## src/rtl/act_stream_reader.sv

```systemverilog
// act_stream_reader: reads a run of bytes from activation SRAM and streams them
// out on a valid/ready byte interface, buffered by a small FIFO.
//
// Ports:
//   clk, rst          clock, asynchronous active-high reset
//   start             one-cycle launch (sampled in IDLE only)
//   base_addr         first SRAM address, captured on start
//   num_elements      transfer length, captured on start
//   busy, done        status; done pulses for one cycle at the end
//   mem_rd_en/addr    SRAM read request (1-cycle read latency)
//   mem_rd_data       SRAM read data, valid the cycle after mem_rd_en
//   data_out          stream data (FIFO head)
//   out_valid         stream valid (FIFO non-empty)
//   out_ready         downstream accept
module act_stream_reader #(
    parameter int DATA_WIDTH   = 8,
    parameter int ADDR_WIDTH   = 16,
    parameter int MAX_ELEMENTS = 4096,
    parameter int FIFO_DEPTH   = 4
) (
    input  logic                              clk,
    input  logic                              rst,
    input  logic                              start,
    input  logic [ADDR_WIDTH-1:0]             base_addr,
    input  logic [$clog2(MAX_ELEMENTS+1)-1:0] num_elements,
    output logic                              busy,
    output logic                              done,
    output logic                              mem_rd_en,
    output logic [ADDR_WIDTH-1:0]             mem_rd_addr,
    input  logic [DATA_WIDTH-1:0]             mem_rd_data,
    output logic [DATA_WIDTH-1:0]             data_out,
    output logic                              out_valid,
    input  logic                              out_ready
);

    localparam int LENW = $clog2(MAX_ELEMENTS + 1);
    localparam int PTRW = $clog2(FIFO_DEPTH);
    localparam int CNTW = $clog2(FIFO_DEPTH + 1);

    typedef enum logic [1:0] {
        S_IDLE,
        S_STREAM,
        S_DRAIN,
        S_DONE
    } state_t;

    state_t                r_state;
    state_t                w_next;

    logic [ADDR_WIDTH-1:0] r_rd_addr;
    logic [LENW-1:0]       r_len;
    logic [LENW-1:0]       r_rd_issued;
    logic [LENW-1:0]       r_out_count;
    logic                  r_inflight;

    logic [DATA_WIDTH-1:0] r_fifo [FIFO_DEPTH];
    logic [PTRW-1:0]       r_wptr;
    logic [PTRW-1:0]       r_rptr;
    logic [CNTW-1:0]       r_count;

    logic                  w_rd_en;
    logic                  w_push;
    logic                  w_pop;
    logic [CNTW-1:0]       w_used;

    // Credits: buffered entries plus the read whose data lands next cycle.
    assign w_used  = r_count + CNTW'(r_inflight);
    assign w_rd_en = (r_state == S_STREAM)
                   && (r_rd_issued < r_len)
                   && (w_used < CNTW'(FIFO_DEPTH));
    assign w_push  = r_inflight;
    assign w_pop   = (r_count != '0) && out_ready;

    assign mem_rd_en   = w_rd_en;
    assign mem_rd_addr = r_rd_addr;
    assign out_valid   = (r_count != '0);
    assign data_out    = r_fifo[r_rptr];
    assign busy        = (r_state != S_IDLE);
    assign done        = (r_state == S_DONE);

    always_ff @(posedge clk or posedge rst) begin
        if (rst) begin
            r_state <= S_IDLE;
        end else begin
            r_state <= w_next;
        end
    end

    always_comb begin
        w_next = r_state;
        case (r_state)
            S_IDLE: begin
                if (start) begin
                    w_next = (num_elements == '0) ? S_DONE : S_STREAM;
                end
            end
            S_STREAM: begin
                if (w_rd_en && (r_rd_issued + LENW'(1) == r_len)) begin
                    w_next = S_DRAIN;
                end
            end
            S_DRAIN: begin
                if (w_pop && (r_out_count + LENW'(1) == r_len)) begin
                    w_next = S_DONE;
                end
            end
            S_DONE: begin
                w_next = S_IDLE;
            end
            default: begin
                w_next = S_IDLE;
            end
        endcase
    end

    always_ff @(posedge clk or posedge rst) begin
        if (rst) begin
            r_rd_addr   <= '0;
            r_len       <= '0;
            r_rd_issued <= '0;
            r_out_count <= '0;
            r_inflight  <= 1'b0;
        end else begin
            // Cleared on every reset so a return from an aborted read is dropped.
            r_inflight <= w_rd_en;
            if ((r_state == S_IDLE) && start) begin
                r_rd_addr   <= base_addr;
                r_len       <= num_elements;
                r_rd_issued <= '0;
                r_out_count <= '0;
            end else begin
                if (w_rd_en) begin
                    r_rd_addr   <= r_rd_addr + ADDR_WIDTH'(1);
                    r_rd_issued <= r_rd_issued + LENW'(1);
                end
                if (w_pop) begin
                    r_out_count <= r_out_count + LENW'(1);
                end
            end
        end
    end

    always_ff @(posedge clk or posedge rst) begin
        if (rst) begin
            for (int i = 0; i < FIFO_DEPTH; i++) begin
                r_fifo[i] <= '0;
            end
            r_wptr  <= '0;
            r_rptr  <= '0;
            r_count <= '0;
        end else begin
            if (w_push) begin
                r_fifo[r_wptr] <= mem_rd_data;
                r_wptr         <= r_wptr + PTRW'(1);
            end
            if (w_pop) begin
                r_rptr <= r_rptr + PTRW'(1);
            end
            case ({w_push, w_pop})
                2'b10:   r_count <= r_count + CNTW'(1);
                2'b01:   r_count <= r_count - CNTW'(1);
                default: r_count <= r_count;
            endcase
        end
    end

endmodule

```

## config.mk

```make
export PLATFORM = sky130hd
export DESIGN_NAME = act_stream_reader
export DESIGN_NICKNAME = d
export VERILOG_FILES = /design/src/rtl/act_stream_reader.sv
export SDC_FILE = /design/constraint.sdc
export NUM_CORES = 1
export LEC_CHECK = 0
export ABC_AREA = 1
export BUFFER_PORTS_ARGS = -buffer_cell sky130_fd_sc_hd__buf_4
export CORE_MARGIN = 2
export CORE_UTILIZATION = 59
export CTS_CLUSTER_DIAMETER = 120
export DETAILED_ROUTE_END_ITERATION = 12
export GPL_ROUTABILITY_DRIVEN = 0
export PLACE_DENSITY = 0.85
export SYNTH_ARGS = -nofsm -noshare
export SYNTH_HDL_FRONTEND = slang
export SYNTH_SLANG_ARGS = --single-unit
export TNS_END_PERCENT = 30
```

## constraint.sdc

```tcl
create_clock -name clk -period 4.5 [get_ports clk]
set_input_delay 1.125 -clock clk [delete_from_list [all_inputs] [get_ports clk]]
set_output_delay 1.125 -clock clk [all_outputs]
set_load 0.005 [all_outputs]
```

; ---- Word level (Yosys, flattened, before mapping)
; Cells that the tools add are included.
[totals]
wordCells = 71
ff_bits = 97
input_bits = 41
output_inout_bits = 28
[classes]
reduce_logical = 15
n_eq_ne = 10
add_sub_neg = 8
mux = 18
n_lt_le_gt_ge = 5
bitwise_logic = 2
[ops]
columns = op, n
row1 = $mux W13, 4
row2 = $bwmux W32, 1
row3 = $mux W16, 2
row4 = $add A13 B1 Y13 const B, 2
row5 = $eq A13 B13 Y1, 2
row6 = $mux W8, 3
row7 = $add A16 B1 Y16 const B, 1
row8 = $bmux W8 S2, 1
row9 = $demux W8 S2, 1
row10 = $logic_not A13 Y1, 1
row11 = $lt A13 B13 Y1, 1
row12 = $mux W2, 4
row13 = $pmux W2 S4, 1
row14 = $reduce_bool A2 Y1, 4
row15 = $logic_and A1 B1 Y1, 7
row16 = $eq A2 B2 Y1 const B, 3
row17 = $ge A3 B3 Y1 const B, 2
row18 = $not A2 Y3, 2
row19 = $pmux W3 S2, 1
row20 = $add A2 B1 Y2 const B, 2
row21 = $eq A2 B1 Y1 const B, 2
row22 = $ne A2 B2 Y1 const B, 2
row23 = $add A3 B1 Y3, 1
row24 = $add A3 B1 Y3 const B, 1
row25 = other kinds (7), 7

; ---- Longest topological paths before layout
; Gate-level depths: netlist of the first run.
[logic_depth]
word_depth = 6
ltp_mapped = 17
mapped_depth_nobuf = 17

; ---- Worst setup path before layout of the first run
; No wires, ideal clock.
[synth_timing]
kind = reg-to-output
from = register r_len[12]
to = output mem_rd_en
slack_ns = 1.885
required_time_ns = 3.375
path_buffers = 1
t_arrival_ns = 1.490
stages_incl_launch_ff = 11
path_cell_list = dfrtp_1 -> inv_1 -> ha_1 -> nand2_1 -> nand4_1 -> nor2_1 -> nand2_1 -> a21oi_1 -> nand2_1 -> inv_1 -> buf_2
[synth_between]
elab_chain_len = 3
[synth_rtl]
columns = element, line_no
row1 = from (decl), 51  ; logic [LENW-1:0] r_len;
row2 = from (signal assigned), 128  ; r_len <= num_elements;
row3 = $lt A13 B13 Y1, 69  ; && (r_rd_issued < r_len)
row4 = $logic_and A1 B1 Y1, 69
row5 = $logic_and A1 B1 Y1, 70  ; && (w_used < CNTW'(FIFO_DEPTH));
row6 = to (decl), 28  ; output logic mem_rd_en,
; Every way passes these cells.

; ---- Worst setup path after layout of the first run
[layout_timing]
from = register r_len[4]
to = output mem_rd_en
; The elaborated chain is that of the path after synthesis.

==> flow_metrics.tcl, run 1 <==
set metrics [dict create \
    finalHoldViolCount 0 \
    post_drt_wl_per_cell_um 14.9 \
    cp.arrival_ns 2.37 \
    clock_skew_ns 0.0125 \
    grt_usage 0.285 \
    path_delay_family "buffers and inverters" \
    cp-start-kind "register" \
    cpMaxStageDelayCell "dfrtp_1" \
    cap_violations 0 \
    path_buf_inv 3 \
    root_buffer "clkbuf_8" \
    viasPerCell 5.54 \
    fin_nets 898 \
    first_global_vias 5120 \
    cts_tree "built" \
    async_flop_share 1.00 \
    synth_cells 768 \
    reg2reg_slack_ns 1.79 \
    synth.avg_cell_area_um2 7.55 \
    htree_num_levels 3 \
    crit_chain "inv_1 -> ha_1 -> a21oi_1 -> o21ai_0 -> o21ai_0 -> nand2_1 -> nand2_1 -> nand2_1 -> inv_1 -> buf_4" \
    drc 0 \
    fin_crit_ns 3.50 \
    vdd_drop_max_v 0.000361 \
    numClockSinks 97 \
    postCtsHoldBufs 0 \
    antenna_found_initial 0 \
    ys.flop_type "dfrtp_1" \
    highest_layer "met4" \
    drt-total-wl_mm 14.4 \
    required_ns 3.38 \
    min_period_over_period 0.777 \
    p_leak_nw 3.31 \
    grt_overflow_total 0 \
    wl_met1_mm 6.27 \
    insertion_delay_ns 0.39 \
    grt_pass1_wl_mm 23.6 \
    synth_edf_count 0 \
    ys_seq_elements 97 \
    dieHeight_um 103 \
    boundaryPins 69 \
    hold_path_depth 2 \
    first_pass_iters 5 \
    postCtsSetupBuffers 0 \
    synthDistinctLibCells 37 \
    report.final.setup_viol 0 \
    dieArea_mm2 0.0106 \
    crit_path_start "r_len[4]" \
    grt_max_degree 57 \
    drt.antenna.violating_nets 0 \
    worstMarginPinSlew_ns 0.759 \
    rsz0062_at_grt "no" \
    power_density_mw_per_mm2 596 \
    clkSlewWorstSetupHoldPaths_ns 0.10 \
    syn_to_final_growth_pct 14.2 \
    cts_made_buffers 9 \
    reg2reg_depth 11 \
    drv_slew 0 \
    dr_wl_met2_mm 7.01 \
    status "finished clean" \
    cp_max_fo 13 \
    rows 36 \
    max-slew-margin-rel 0.493 \
    fp.coreArea_mm2 0.00964 \
    initial_core_util 0.602 \
    r2r-start "r_len[4]" \
    hold_class "reg2reg" \
    yosysWarningCount 0 \
    placed_cells 952 \
    cp_common_cell "nand2_1" \
    die_w_um 103 \
    hpwl_mm 10.5 \
    crit_path_end_kind "output pin" \
    worstHoldStart "r_fifo[23]" \
    fin_setup_tns_ns 0 \
    netlist_area_mm2 0.00580 \
    crit_type "reg2out" \
    fin_cells 968 \
    diodes 0 \
    num_vias 5365 \
    port_buffers 68 \
    path_depth 10 \
    drive_gt1_frac 0.144 \
    max_stage_delay_ns 0.44 \
    power_mw 3.95 \
    met3_wirelength_um 770 \
    yosysSeqAreaShare 0.418 \
    ctsLongestPathBuffers 2 \
    drtIter0Drc 350 \
    cts_resized 0 \
    fmax_mhz 286 \
    synthesis.nets 836 \
]
-- worst min-delay path: stages (launching register included) --
cell and delay (ns):
dfrtp_1 0.35, nand2_1 0.05, o21ai_0 0.06
-- layout make-up --
| cell class | instances | area [um^2] |
|---|---|---|
| fill | 796 | 3010 |
| timing repair buffer | 71 | 546 |
| clock buffer | 10 | 138 |
| tap | 133 | 166 |
| sequential | 97 | 2430 |
| inverter | 98 | 369 |
| multi-input combinational | 553 | 2930 |
| clock inverter | 6 | 56.3 |
-- layout by cell type (no fill, tap or decap), types with 14 or more instances in the layout --
master / instances
inv_1: 93
nor2_1: 54
nand4_1: 16
o21ai_0: 87
nand2_1: 200
o22ai_1: 29
a21oi_1: 14
nand3_1: 58
buf_4: 70
dfrtp_1: 97
ha_1: 26
-- path summary, 6_finish.rpt --
path,to
worst max-delay path,mem_rd_en
worst min-delay path,r_fifo[23]
worst max register to register,r_rd_issued[7]
worst min register to register,r_fifo[23]
max in group asynchronous,r_len[11]
min in group asynchronous,mem_rd_addr[11]
-- Yosys cell counts, types with 4 or more instances --
| master | number | area share |
|---|---|---|
| xnor2_1 | 4 | 0.0060 |
| clkinv_1 | 4 | 0.0026 |
| nor3_1 | 5 | 0.0043 |
| o21ai_0 | 87 | 0.075 |
| buf_2 | 5 | 0.0043 |
| nor2_1 | 54 | 0.035 |
| inv_1 | 94 | 0.061 |
| nor2_2 | 9 | 0.0097 |
| clkbuf_1 | 14 | 0.0091 |
| a21oi_1 | 14 | 0.012 |
| nand2_1 | 200 | 0.13 |
| dfrtp_1 | 97 | 0.42 |
| nor2_4 | 5 | 0.0097 |
| ha_1 | 26 | 0.056 |
| o22ai_1 | 29 | 0.031 |
| nand4_1 | 16 | 0.017 |
| a31oi_1 | 4 | 0.0043 |
| nand3_1 | 58 | 0.050 |
| nand2_2 | 10 | 0.011 |
| xor2_1 | 12 | 0.018 |
-- kinds of logic (layout without fill, tap and decap cells) --
family	after synthesis	in the layout	synth area share
AOI/OAI and AO/OA	144	144	0.137
xor gates and xnor gates	17	17	0.0280
adders and majority gates	27	27	0.0595
buffers and inverters	118	185	0.0774
DFF	97	97	0.418
and+or+nand+nor	365	365	0.280
-- registers in the layout, summed over array words and instances, names as in the netlist --
register     flops
r_fifo          32
mem_rd_addr     16
r_len           13
r_out_count     13
r_rd_issued     13
r_count          3
r_rptr           2
r_state          2
r_wptr           2
r_inflight       1
-- metrics by stage --
| stage | hold slack, ns | cell area [um^2] | setup WS (ns) | util |
|---|---|---|---|---|
| after floorplan | 0.448 | 5800 | 0.841 | - |
| after global placement | 0.462 | 6430 | 1.53 | 0.667 |
| after detailed placement | 0.469 | 6430 | 1.47 | 0.667 |
| after CTS | 0.495 | 6630 | 1.04 | 0.688 |
| after global routing | 0.521 | 6630 | 0.785 | 0.688 |
| final | 0.490 | 6630 | 1.00 | 0.688 |
-- where the power goes --
group	switching, mW	internal, mW
logic	1.06	0.748
clock network	0.347	0.229
registers	0.355	1.21
total	1.76	2.19
-- per-layer routing --
layer	track usage	vias up
li1	-	2639
met1	0.378	2507
met2	0.473	188
met3	0.0393	31
met4	0.119	0
met5	0	-
Power figures use the tool's default switching activity.
==> run 2, diff against run 1 <==
--- a/config.mk
+++ b/config.mk
@@ -8,11 +8,11 @@
 export ABC_AREA = 1
 export BUFFER_PORTS_ARGS = -buffer_cell sky130_fd_sc_hd__buf_4
 export CORE_MARGIN = 2
-export CORE_UTILIZATION = 59
+export CORE_UTILIZATION = 53
 export CTS_CLUSTER_DIAMETER = 120
 export DETAILED_ROUTE_END_ITERATION = 12
 export GPL_ROUTABILITY_DRIVEN = 0
-export PLACE_DENSITY = 0.85
+export PLACE_DENSITY = 0.81
 export SYNTH_ARGS = -nofsm -noshare
 export SYNTH_HDL_FRONTEND = slang
 export SYNTH_SLANG_ARGS = --single-unit
==> constraint.sdc (replaced) <==
create_clock -name clk -period 2.9 [get_ports clk]
set_input_delay 0.725 -clock clk [delete_from_list [all_inputs] [get_ports clk]]
set_output_delay 0.725 -clock clk [all_outputs]
set_load 0.005 [all_outputs]
==> run 2 against run 1 <==
Net effect: non-clock buffer count is 6 higher; combinational power is 62% higher; sequential power is 52% higher; hold slack worse by 0.074 ns; register-to-register slack worse by 1.2 ns; sequential share of layout area is 0.54 points lower; flip-flop and latch count stayed put; critical path depth stayed put; via count is 0.50% lower; routed wire length is 3.7% lower; die area is 11% higher; first-iteration DRC count is 24% higher; largest cell class unchanged; largest power group unchanged.
==> flow_metrics.tcl, run 2 (synthesis gave the netlist of run 1 again) <==
set metrics [dict create \
    cp_max_fo 6 \
    port_buffers 68 \
    largest-register "r_fifo" \
    final_cell_mix "nand2_1 (199), dfrtp_1 (97), inv_1 (92)" \
    fp.coreArea_mm2 0.0107 \
    numClockSinks 97 \
    htree_num_levels 3 \
    crit_chain "inv_1 -> ha_4 -> nand3_1 -> nand4_1 -> nor2_1 -> nand2_1 -> a21oi_2 -> nand2_2 -> inv_2 -> buf_4" \
    multi_input_area_mm2 0.00296 \
    required_ns 2.17 \
    layout_commonest_cell "nand2_1" \
    boundaryPins 69 \
    post_drt_wl_per_cell_um 14.1 \
    hpwl_mm 9.92 \
    drt.antenna.violating_nets 0 \
    first_global_vias 4891 \
    fillers 949 \
    max-slew-margin-rel 0.615 \
    insertion_delay_ns 0.38 \
    drc 0 \
    cpMaxStageDelayCell "dfrtp_1" \
    grt_usage 0.252 \
    drv_slew 0 \
    worstMarginPinSlew_ns 0.578 \
    rsz0062_at_grt "no" \
    grt_overflow_total 0 \
    vdd_drop_max_v 0.000496 \
    status "finished clean" \
    viasPerCell 5.44 \
    placed_cells 963 \
    syn_to_final_growth_pct 16.0 \
    place_ws_ns 0.479 \
    min_period_over_period 0.945 \
    dieArea_mm2 0.0118 \
    largest_reg_flops 32 \
    hold_class "in2async" \
    fin_crit_ns 2.74 \
    first_pass_iters 7 \
    postCtsHoldBufs 0 \
    clock_skew_ns 0.00833 \
    max_stage_delay_ns 0.43 \
    crit_type "reg2out" \
    report.final.setup_viol 0 \
    fin_setup_tns_ns 0 \
    root_buffer "clkbuf_8" \
    dpl_cell_area_mm2 0.00647 \
    fmax_mhz 365 \
    register_area_mm2 0.00243 \
    clkSlewWorstSetupHoldPaths_ns 0.11 \
    drt-total-wl_mm 13.9 \
    cap_violations 0 \
    power_density_mw_per_mm2 932 \
    cts_tree "built" \
    finalHoldViolCount 0 \
    fin_nets 904 \
    dieHeight_um 109 \
    cts_made_buffers 9 \
    setup_ws_ns 0.160 \
    grt_max_degree 98 \
    diodes 0 \
    drtIter0Drc 433 \
    fin_cells 981 \
    rows 38 \
    cp.arrival_ns 2.02 \
    cp-start-kind "register" \
    p_leak_nw 3.34 \
    crit_path_end_kind "output pin" \
    drive_gt1_frac 0.155 \
    num_vias 5338 \
    initial_core_util 0.540 \
    ctsLongestPathBuffers 2 \
    die_w_um 109 \
    antenna_found_initial 0 \
    grt_pass1_wl_mm 23.4 \
    final_cell_area_mm2 0.00673 \
]
==> run 2: what timing repair did <==
action | 4_1_cts | 5_1_grt
gates resized for setup | 0 | 5
buffers inserted | 0 | 2
endpoints found under the hold margin | 0 | 0
setup endpoints to repair | 0 | 1
==> run 2: area by class of cell <==
cell class / instances / share of cell area
inverter: 98 / 0.0552
clock inverter: 6 / 0.0117
multi-input combinational: 553 / 0.439
tap: 140 / 0.0260
sequential: 97 / 0.361
clock buffer: 10 / 0.0190
timing repair buffer: 77 / 0.0878
==> run 2: worst paths after layout <==
path | start | to | slack, ns | depth (start not counted)
max in group asynchronous | rst | r_out_count[1] | 1.99 | 3
hold / removal | rst | r_count[0] | 0.42 | 3
setup / recovery | r_len[11] | mem_rd_en | 0.16 | 10
min in group clk | r_fifo[22] | r_fifo[22] | 0.49 | 2
hold reg to reg | r_fifo[22] | r_fifo[22] | 0.49 | 2
setup reg to reg | r_out_count[0] | r_state[0] | 0.60 | 16
==> run 2: per-layer routing <==
layer	track usage	up-vias	wire length [um]	share of wire
li1	-	2652	-	-
met1	0.359	2475	6430	0.46
met2	0.384	180	6340	0.46
met3	0.0532	31	787	0.057
met4	0.0824	0	299	0.022
met5	0	-	0	0
==> run 2: where the power goes <==
group / total [mW] / internal [mW] / switching (mW)
registers: 2.38 / 1.88 / 0.502
clock network: 0.967 / 0.421 / 0.546
logic: 2.92 / 1.22 / 1.70
total: 6.27 / 3.52 / 2.75
==> run 2: per-stage QoR <==
stage                util  power [mW]  hold WS [ns]
floorplan               -        4.23         0.448
global placement    0.603        5.16         0.460
detailed placement  0.603        5.25         0.468
CTS                 0.622        6.23         0.494
global route        0.626        6.84         0.502
finish              0.626        6.27         0.416
==> run 2: worst max-delay path, delay by kind of cell, from the launching register on <==
| kind | cells | cell delay, ns |
|---|---|---|
| compound gates | 1 | 0.13 |
| fa+ha+maj | 1 | 0.23 |
| buf+inv | 3 | 0.40 |
| flops | 1 | 0.43 |
| simple gates | 5 | 0.46 |
